## src/rtl/spi_bitbang_pkg.sv

```systemverilog
// Shared definitions for the bit-banged SPI master: FSM encoding and default word width.
package spi_bitbang_pkg;

  localparam int unsigned DefaultW    = 8;
  localparam int unsigned DefaultDivW = 2;

  typedef enum logic [1:0] {
    StIdle = 2'd0,
    StLow  = 2'd1,
    StHigh = 2'd2
  } spi_state_e;

endpackage

```

## src/rtl/tick_gen.sv

```systemverilog
// Prescaler: one-clock step pulse every div+1 clocks from a reloading down-counter.
module tick_gen #(
  parameter int unsigned DIV_W = 2
) (
  input  logic             clock,
  input  logic             reset_n,
  input  logic [DIV_W-1:0] div,
  output logic             step
);

  logic [DIV_W-1:0] count_q, count_d;

  always_comb begin
    step    = (count_q == '0);
    count_d = step ? div : count_q - DIV_W'(1);
  end

  always_ff @(posedge clock or negedge reset_n) begin
    if (!reset_n) begin
      count_q <= '0;
    end else begin
      count_q <= count_d;
    end
  end

endmodule

```

## src/rtl/spi_bitbang_master.sv

```systemverilog
// Mode-0 SPI master fed by a first-word fall-through source; back-to-back words keep cs low.
module spi_bitbang_master
  import spi_bitbang_pkg::*;
#(
  parameter int unsigned W     = DefaultW,
  parameter int unsigned DIV_W = DefaultDivW
) (
  input  logic             clock,
  input  logic             reset_n,
  input  logic [DIV_W-1:0] div,
  input  logic [W-1:0]     in,
  input  logic             empty,
  output logic             get,
  output logic [W-1:0]     out,
  output logic             put,
  output logic             spi_cs_n,
  output logic             spi_clock,
  output logic             spi_mosi,
  input  logic             spi_miso
);

  localparam int unsigned CntW = $clog2(W + 1);

  spi_state_e      state_q, state_d;
  logic [W-2:0]    tx_q, tx_d;  // bits still to send after the one on spi_mosi
  logic [W-1:0]    rx_q, rx_d;
  logic [W-1:0]    out_q, out_d;
  logic [CntW-1:0] bits_q, bits_d;
  logic            mosi_q, mosi_d;
  logic            step;
  logic            load;
  logic            done;

  tick_gen #(
    .DIV_W(DIV_W)
  ) u_tick_gen (
    .clock  (clock),
    .reset_n(reset_n),
    .div    (div),
    .step   (step)
  );

  always_comb begin
    state_d = state_q;
    tx_d    = tx_q;
    rx_d    = rx_q;
    out_d   = out_q;
    bits_d  = bits_q;
    mosi_d  = mosi_q;
    load    = 1'b0;
    done    = 1'b0;
    if (step) begin
      unique case (state_q)
        StIdle: load = !empty;
        StLow: begin
          rx_d    = {rx_q[W-2:0], spi_miso};
          state_d = StHigh;
        end
        StHigh: begin
          if (bits_q != CntW'(1)) begin
            tx_d    = tx_q << 1;
            mosi_d  = tx_q[W-2];
            bits_d  = bits_q - CntW'(1);
            state_d = StLow;
          end else begin
            done    = 1'b1;
            out_d   = rx_q;
            load    = !empty;
            mosi_d  = 1'b0;
            state_d = StIdle;
          end
        end
        default: state_d = StIdle;
      endcase
      // A load from idle or at the end of a word (burst) starts a fresh word.
      if (load) begin
        tx_d    = in[W-2:0];
        mosi_d  = in[W-1];
        bits_d  = CntW'(W);
        state_d = StLow;
      end
    end
  end

  always_ff @(posedge clock or negedge reset_n) begin
    if (!reset_n) begin
      state_q <= StIdle;
      tx_q    <= '0;
      rx_q    <= '0;
      out_q   <= '0;
      bits_q  <= '0;
      mosi_q  <= 1'b0;
    end else begin
      state_q <= state_d;
      tx_q    <= tx_d;
      rx_q    <= rx_d;
      out_q   <= out_d;
      bits_q  <= bits_d;
      mosi_q  <= mosi_d;
    end
  end

  // Strobes are combinational so the pop and the result land on the step edge itself.
  assign get       = load & reset_n;
  assign put       = done & reset_n;
  assign out       = put ? rx_q : out_q;
  assign spi_cs_n  = (state_q == StIdle);
  assign spi_clock = (state_q == StHigh);
  assign spi_mosi  = mosi_q;

endmodule

```

## config.mk

```make
export PLATFORM = sky130hd
export DESIGN_NAME = spi_bitbang_master
export DESIGN_NICKNAME = d
export VERILOG_FILES = /design/src/rtl/spi_bitbang_pkg.sv /design/src/rtl/tick_gen.sv /design/src/rtl/spi_bitbang_master.sv
export SDC_FILE = /design/constraint.sdc
export NUM_CORES = 1
export LEC_CHECK = 0
export CAP_MARGIN = 15
export CORE_AREA = 2 2 52 54
export CTS_CLUSTER_DIAMETER = 60
export DETAILED_ROUTE_END_ITERATION = 12
export DIE_AREA = 0 0 54 56
export DONT_BUFFER_PORTS = 1
export PLACE_DENSITY = 0.89
export SYNTH_ARGS = -nofsm -noshare
export SYNTH_HDL_FRONTEND = slang
export SYNTH_SLANG_ARGS = --single-unit
export TNS_END_PERCENT = 1
```

## constraint.sdc

```tcl
create_clock -name clock -period 2.59 [get_ports clock]
set_input_delay 0.518 -clock clock [delete_from_list [all_inputs] [get_ports clock]]
set_output_delay 0.518 -clock clock [all_outputs]
set_load 0.01 [all_outputs]
```

======== After elaboration in Yosys (flattened, before gate mapping) ========
Cells that the tools add are included.
cells by class
  equal/unequal tests ..................... 4
  add/sub/neg operators ................... 2
  bitwise gates (word level) .............. 3
  reductions and logical operators ........ 10
  mux-type cells .......................... 21
operator list
  cell                                                 count
  two-way mux 7 bit                                    3
  two-way mux 4 bit                                    3
  two-way mux 1 bit                                    10
  two-way mux 8 bit                                    1
  case mux 2 bit (3 select lines)                      1
  AND reduction 2 bit                                  3
  AND reduction 3 bit                                  2
  logical NOT 2 bit                                    2
  two-way mux 2 bit                                    2
  != test 4 x 1 -> 1 bit, second input constant        1
  nonzero test 2 bit                                   2
  subtractor 4 x 1 -> 4 bit, second input constant     1
  bitwise AND 1 bit                                    2
  equality test 2 x 1 -> 1 bit, second input constant  1
  equality test 2 bit, second input constant           1
  != test 2 x 1 -> 1 bit, second input constant        1
  case mux 1 bit (2 select lines)                      1
  subtractor 2 x 1 -> 2 bit, second input constant     1
  logical NOT 1 bit                                    1
  NOT 1 bit                                            1
storage, ports and cells
  output and inout bits ................... 13
  input port bits ......................... 14
  logic and storage cells ................. 47
  flip-flop bits (word level) ............. 32

======== Longest topological paths before layout ========
Gate-level depths: netlist (run 1).
  depth in word-level cells ............... 6
  mapped depth ............................ 7
  depth with buffers taken out ............ 6

======== Cells and area by module ========
A second synthesis (run 1) with hierarchy kept.
second synthesis, totals
  cells, all modules ...................... 119
  area, all modules ....................... 1535.2 µm²
by module, submodules not included
  module              area each (µm²)  cells an instance  sequential area each (µm²)  times used
  spi_bitbang_master  1457.6           112                750.7                       1
  tick_gen            77.6             7                  50.0                        1

======== Least setup slack after synthesis (run 1) ========
OpenSTA, ideal clock, no wires.
  kind .................................... register -> output
  from .................................... register bits_q[1]
  to ...................................... output port out[0]
  data arrival time ....................... 1.421 ns
  stages on the path, launching flop included .. 6
  data required time ...................... 2.072 ns
  setup slack ............................. 0.651 ns
  buffers on the path ..................... 0
  cells stage by stage .................... dfrtp_1 inv_1 ha_1 nor3b_4 nand4_4 mux2_2
between the ends
  cells in the longest elaborated chain, start to end .. 6
ends and longest elaborated chain
  item                      line                       text
  start: declaration        spi_bitbang_master.sv:28   logic [CntW-1:0] bits_q, bits_d;
  start signal: assignment  spi_bitbang_master.sv:98   bits_q <= bits_d;
  != test 4 x 1 -> 1 bit    spi_bitbang_master.sv:60   if (bits_q != CntW'(1)) begin
  two-way mux 1 bit         spi_bitbang_master.sv:60
  two-way mux 1 bit         spi_bitbang_master.sv:53   unique case (state_q)
  two-way mux 1 bit         spi_bitbang_master.sv:52   if (step) begin
  bitwise AND 1 bit         spi_bitbang_master.sv:105  assign put = done & reset_n;
  two-way mux 8 bit         spi_bitbang_master.sv:106  assign out = put ? rx_q : out_q;
  end: declaration          spi_bitbang_master.sv:14   output logic [W-1:0] out,
Every way passes these cells.

======== Worst setup path after layout (run 1) ========
  from .................................... register bits_q[1]
  to ...................................... output port out[5]
The elaborated chain is that of the path after synthesis.

==> metrics, run 1 <==
YS warnings 0; P_int between 0.001 and 0.0015 W; post-DP HPWL between 1.5 and 2 mm; clock share of power approximately 16%; via count about 950; Syn Nets ~130; CP max FO 9; Final Cycle Share between 90% and 100%; Hold WC Path Type in2reg; I/O pin cnt 27; CP endpoint kind output pin; drt wl/cell 17.39 um; total number of H-tree levels 2; Slew @ Worst Pin between 0.4 and 0.5 ns; register share of total power 48.8%; LEAKAGE roughly 0.77 nW; most area-consuming cells after synthesis dfrtp_1 (53%), mux2_2 (19%), a2bb2oi_1 (4.1%); Root Buffer clkbuf_4; Unique masters post-synth 28; max frequency between 400 and 500 MHz; Post-Route WL between 2 and 3 mm; CP Launch Type flop; Die X between 50 and 60 um; vias per cell 6.064; Detail Route Antenna Nets 0; CTS buffer count 5; Worst Skew about 0.011 ns; Initial Util 61.99%; Bufs and invs on worst path 1; IO Port Bufs 0; first-pass GRT wire length 4.643 mm; Yosys top cell by area dfrtp_1; Switching Power approximately 0.00067 W; Worst-path clk slew ~0.11 ns; switch share between 30 and 40%; Clk Latency, worst-skew pair roughly 0.34 ns; post-synthesis cell count about 120; Worst EP arrival 1.89 ns; Pins Over Slew Limit 0; clk sink count 32; status completed; commonest cells after routing, fill and taps aside dfrtp_1 (32), mux2_2 (25), nor2_1 (7), o22ai_1 (7), a2bb2oi_1 (7); Logic pwr share 35.4%; biggest cell delay along the critical path 0.40 ns; worst-path cell chain inv_1 -> ha_1 -> nor3b_4 -> nand4_4 -> mux2_2; DRC errors left 0; Max-slew headroom 72.10%; RSZ-0062 raised after global routing false; most common cell after layout, fill and taps aside dfrtp_1; TritonRoute pass-1 iters 4; Max Root-Sink Buffers 2; kind of critical path reg2out; gr usage total 21.07%; CTS tree yes; Layout area overhead 7.967%; ant diodes 0; layout cell share with drive strength beyond 1 roughly 34%; Final Hold Violating Endpoints 0; largest delay contributor family on the critical path simple AND/OR/NAND/NOR gates; maximum vdd drop about 0.64 mV; total power divided by cell area 1096 nW/um^2; CORE AREA between 2000 and 2500 um^2; Vert. Die Dim 56 um; setup TNS 0 ns; final setup violating endpoints 0; vias in the first global route just over 1,000; initial antenna violation count 0; flops & latches, synth 32; mapped cell area about 1500 um^2; max_cap viols 0; syn avg cell area between 10 and 15 um^2; share of the synthesized area in the top cell type a little over half; post-route minimum period 2.405 ns; Overflow after GRT 0; maximum number of pins on one net before global-route repair 33; slowest cell on the critical path dfrtp_1; fin nets around 140; Overall Power around 0.0018 W; Cell Rows 18; Worst Path Required approximately 2.1 ns; DR iter-0 viols 19; sequential share of the synthesized area 53.11%; RePlAce Congestion ~0.76; Die ar. 3024 um^2
sequential cells by signal (all words and copies together) (netlist names):
| signal | cells |
|---|---|
| spi_mosi | 1 |
| state_q | 2 |
| u_tick_gen.count_q | 2 |
| bits_q | 4 |
| out_q | 8 |
| tx_q | 7 |
| rx_q | 8 |
through the flow:
step                      hold slack [ns]  setup WS (ns)  instances  util [%]  instance area (um^2)
after floorplan                    0.2224         0.6508        118         -                  1508
after global placement             0.2233         0.5587        145     62.76                  1526
after detailed placement           0.2233         0.4852        145     62.76                  1526
after CTS                          0.2854        0.09213        155     66.31                  1613
after global routing               0.3100        0.05311        157     66.92                  1628
final                              0.2829         0.1848        157     66.92                  1628
final cells by class:
class                      count  area [um^2]
fill                         187        804.5
sequential                    32        800.8
multi-input combinational     76        658.1
timing repair buffer           5        52.55
clock buffer                   5        37.54
tap                           30        37.54
inverter                       6        22.52
clock inverter                 3        18.77
routing by layer:
metal	up-vias	track usage (%)	wire [um]
li1	449	-	-
met1	475	26.52	1164
met2	23	34.49	1384
met3	5	4.301	131
met4	0	8.571	51
met5	-	0	0
synthesized netlist by cell type (all sizes together):
library cell,count
o32ai,1
a21boi,1
a32o,1
mux2i,2
nand4,1
and3,2
nor2,7
a22o,1
a2bb2oi,7
nand3,2
buf,4
nor3,2
o21bai,1
nor3b,1
nand2,6
o21ai,5
ha,2
mux2,25
o31ai,1
nand2b,1
dfrtp,32
inv,6
o22ai,7
logic make-up after synthesis:
group	share of synthesized area, %
DFF	53.11
and+or+nand+nor	9.544
adders and majority gates	1.659
buffers and inverters	3.236
AOI/OAI and AO/OA	12.45
muxes	20.00
path summary, 6_finish.rpt:
check | cells past startpoint | slack [ns] | from | end
setup / recovery | 5 | 0.18 | bits_q[1] | out[5]
hold / removal | 2 | 0.28 | div[1] | u_tick_gen.count_q[1]
setup reg to reg | 6 | 0.83 | bits_q[1] | out_q[6]
hold reg to reg | 1 | 0.52 | out_q[3] | out_q[3]
max in group asynchronous | 2 | 1.81 | reset_n | out_q[0]
min in group asynchronous | 2 | 0.62 | reset_n | bits_q[3]
power by group through the flow:
stage	Clock [W]	Combinational (W)	Sequential (W)
2_1_floorplan	0	0.000543	0.000822
3_3_place_gp	0	0.000574	0.000865
3_5_place_dp	0	0.000619	0.000880
4_1_cts	0.000285	0.000636	0.000869
5_1_grt	0.000309	0.000701	0.000903
6_report	0.000283	0.000632	0.000870
timing repair:
item / in CTS / in global routing
resized for setup: 0 / 0
setup endpoints to repair: 0 / 8
hold buffers: 2 / 0
buffers inserted: 0 / 2
hold endpoints to repair: 32 / 0
Note: power is estimated with default switching activity, not from simulation.
==> run 2, diff against run 1 <==
--- a/config.mk
+++ b/config.mk
@@ -5,13 +5,14 @@
 export SDC_FILE = /design/constraint.sdc
 export NUM_CORES = 1
 export LEC_CHECK = 0
+export ABC_AREA = 1
 export CAP_MARGIN = 15
-export CORE_AREA = 2 2 52 54
+export CORE_AREA = 2 2 53 55
 export CTS_CLUSTER_DIAMETER = 60
 export DETAILED_ROUTE_END_ITERATION = 12
-export DIE_AREA = 0 0 54 56
+export DIE_AREA = 0 0 55 57
 export DONT_BUFFER_PORTS = 1
-export PLACE_DENSITY = 0.89
+export PLACE_DENSITY = 0.91
 export SYNTH_ARGS = -nofsm -noshare
 export SYNTH_HDL_FRONTEND = slang
 export SYNTH_SLANG_ARGS = --single-unit
==> run 2 against run 1 <==
  * Global-route usage rose by 2.9 points
  * Count of clock-buffer cells in the layout did not move
  * Total power rose by 8.6%
  * Register-to-register slack improved by 0.21 ns
  * Via count rose by 33%
  * Synthesized area rose by 6.6%
  * Routed wire length rose by 9.3%
  * Largest power group unchanged
==> metrics, run 2 <==
I/O pin cnt 27; Syn Nets 215; most common cell after layout, fill and taps aside nand2_1; Overflow after GRT 0; IO Port Bufs 0; final setup violating endpoints 0; Async SR Flop Fraction 100.0%; Detail Route Antenna Nets 0; maximum number of pins on one net before global-route repair 33; kind of critical path reg2out; Largest regs out_q x8, rx_q x8, tx_q x7; share of the synthesized area in the top cell type 49.84%; crit-path most repeated cell nand2_2; status completed; layout cell share with drive strength beyond 1 10.29%; TritonRoute pass-1 iters 4; most area-consuming cells after synthesis dfrtp_1 (50%), nand2_1 (12%), nand3_1 (7.8%); Die ar. between 3000 and 4000 um^2; CP endpoint kind output pin; RSZ-0062 raised after global routing false; area taken by multi-input logic gates 638.1 um^2; CP Launch Type flop; post-synthesis cell count around 200; max_cap viols 0; total number of H-tree levels 2; Hold WC Path Type in2reg; setup TNS 0 ns; drt wl/cell roughly 13 um; CORE AREA between 2000 and 3000 um^2; Pins Over Slew Limit 0; total power divided by cell area roughly 1100 nW/um^2; Yosys top cell by area dfrtp_1; Vert. Die Dim 57 um; vias per cell roughly 5.4; Root Buffer clkbuf_4; top-count cell post-synth nand2_1; Post-Route WL between 2 and 3 mm; EDFF count, synth 0; YS warnings 0; biggest cell delay along the critical path about 0.40 ns; Die X between 50 and 60 um; clk sink count 32; commonest cells after routing, fill and taps aside nand2_1 (50), inv_1 (33), dfrtp_1 (32), nand3_1 (25), o21ai_1 (16); top_reg_cell synth dfrtp_1; ant diodes 0; Cell Rows 19; via count approximately 1,300; Worst-path clk slew 0.10 ns; reg2reg setup slack ~1.0 ns; gr usage total roughly 24%; Layout area overhead 6.776%; Unique masters post-synth 22; worst-path cell chain inv_1 -> ha_1 -> nand2_1 -> nand2_2 -> nand2_2 -> nor3b_1; design area 1715 um^2; Worst Path Required a little over 2 ns; DRC errors left 0; Clk Latency, worst-skew pair ~0.34 ns; slowest cell on the critical path nor3b_1; DR iter-0 viols 34; RePlAce Congestion 0.8255; mapped cell area roughly 1600 um^2; Worst EP arrival between 1.5 and 2 ns; CP max FO 10; FILL cells 205; synth cell count leaders nand2_1 (50), inv_1 (33), dfrtp_1 (32); Initial Util 61.44%; Worst Skew about 0.011 ns; vias in the first global route between 1,000 and 1,500; syn avg cell area 8.073 um^2; post-DP HPWL slightly above 2 mm; sequential share of the synthesized area approximately half; initial antenna violation count 0; flops & latches, synth 32; post-route minimum period around 2.3 ns; CTS tree yes; LEAKAGE between 0.8 and 0.9 nW; Slew @ Worst Pin around 0.4 ns; cts repair resizes 0; fin nets 219; area post-placement approximately 1600 um^2; Final Cycle Share 89.94%; first-pass GRT wire length between 5 and 6 mm; Max Root-Sink Buffers 2; register area 800.8 um^2; Final Hold Violating Endpoints 0; number of post-CTS setup repair buffers 0; Max-slew headroom about 73%; max frequency 429.3 MHz; CTS buffer count 5; maximum vdd drop between 0.7 and 0.8 mV
-- run 2: cell count changes after synthesis, sizes merged, moves of 2 or more --
cell / change
nand2: +51
inv: +28
mux2: -25
nand3: +25
o21ai: +22
a2bb2oi: -7
o22ai: -6
a21oi: +2
and3: -2
mux2i: -2
nor3: -2
-- run 2: kinds of logic after synthesis --
logic type               share of synthesized area (%)
AND/OR/NAND/NOR                                  27.73
buffers and inverters                            10.44
flip-flops                                       49.84
AO/OA/AOI/OAI                                    9.891
adder cells (fa/ha/maj)                          1.557
XOR/XNOR                                        0.5453
-- run 2: final cells by class --
cell class                 instances  share of cell area, %
tap                               31                  2.261
multi-input combinational        128                  37.20
clock buffer                       5                  2.188
clock inverter                     3                  2.480
inverter                          34                  7.440
timing repair buffer               2                  1.751
sequential                        32                  46.68
-- run 2: worst max-delay path, delay by kind of cell (launching register included) --
kind / cells / cell delay (ns)
buffers and inverters: 1 / 0.10
adder cells (fa/ha/maj): 1 / 0.15
AND/OR/NAND/NOR: 4 / 0.85
flip-flops: 1 / 0.39
-- run 2: power by group --
group          leakage [nW]  total (W)  switching, W  internal, W
clock                0.0412   0.000376      0.000175     0.000201
sequential            0.415   0.000819      0.000128     0.000692
combinational         0.424   0.000742      0.000497     0.000245
total                 0.880    0.00194      0.000800      0.00114
-- run 2: through the flow --
stage	util (%)	hold slack, ns	power [W]	instances	worst slack (ns)
final	65.60	0.3082	0.001938	235	0.2605
after global routing	65.60	0.2769	0.002129	235	0.1251
after global placement	61.39	0.2231	0.001520	225	0.6493
after CTS	65.60	0.2989	0.001949	235	0.2311
after detailed placement	61.39	0.2231	0.001552	225	0.6291
after floorplan	-	0.2224	0.001419	199	0.7670
-- run 2: worst paths after layout --
| check | to | cells past startpoint | start |
|---|---|---|---|
| worst max-delay path | get | 6 | bits_q[1] |
| worst min-delay path | u_tick_gen.count_q[1] | 2 | div[1] |
| worst max register to register | tx_q[0] | 4 | state_q[0] |
| worst min register to register | u_tick_gen.count_q[0] | 1 | u_tick_gen.count_q[0] |
| max in group asynchronous | bits_q[1] | 2 | reset_n |
| min in group asynchronous | rx_q[4] | 2 | reset_n |
-- run 2: what timing repair did --
| action | CTS | global route |
|---|---|---|
| hold endpoints to repair | 32 | 0 |
| hold buffers | 2 | 0 |
| endpoints found under the setup margin | 0 | 0 |
-- run 2: per-layer routing --
metal / up-vias / GRT usage [%] / routed length (um)
met5: - / 0 / 0
met4: 0 / 13.94 / 70
met3: 5 / 10.73 / 191
met2: 40 / 31.63 / 1374
met1: 582 / 32.56 / 1349
li1: 641 / - / -
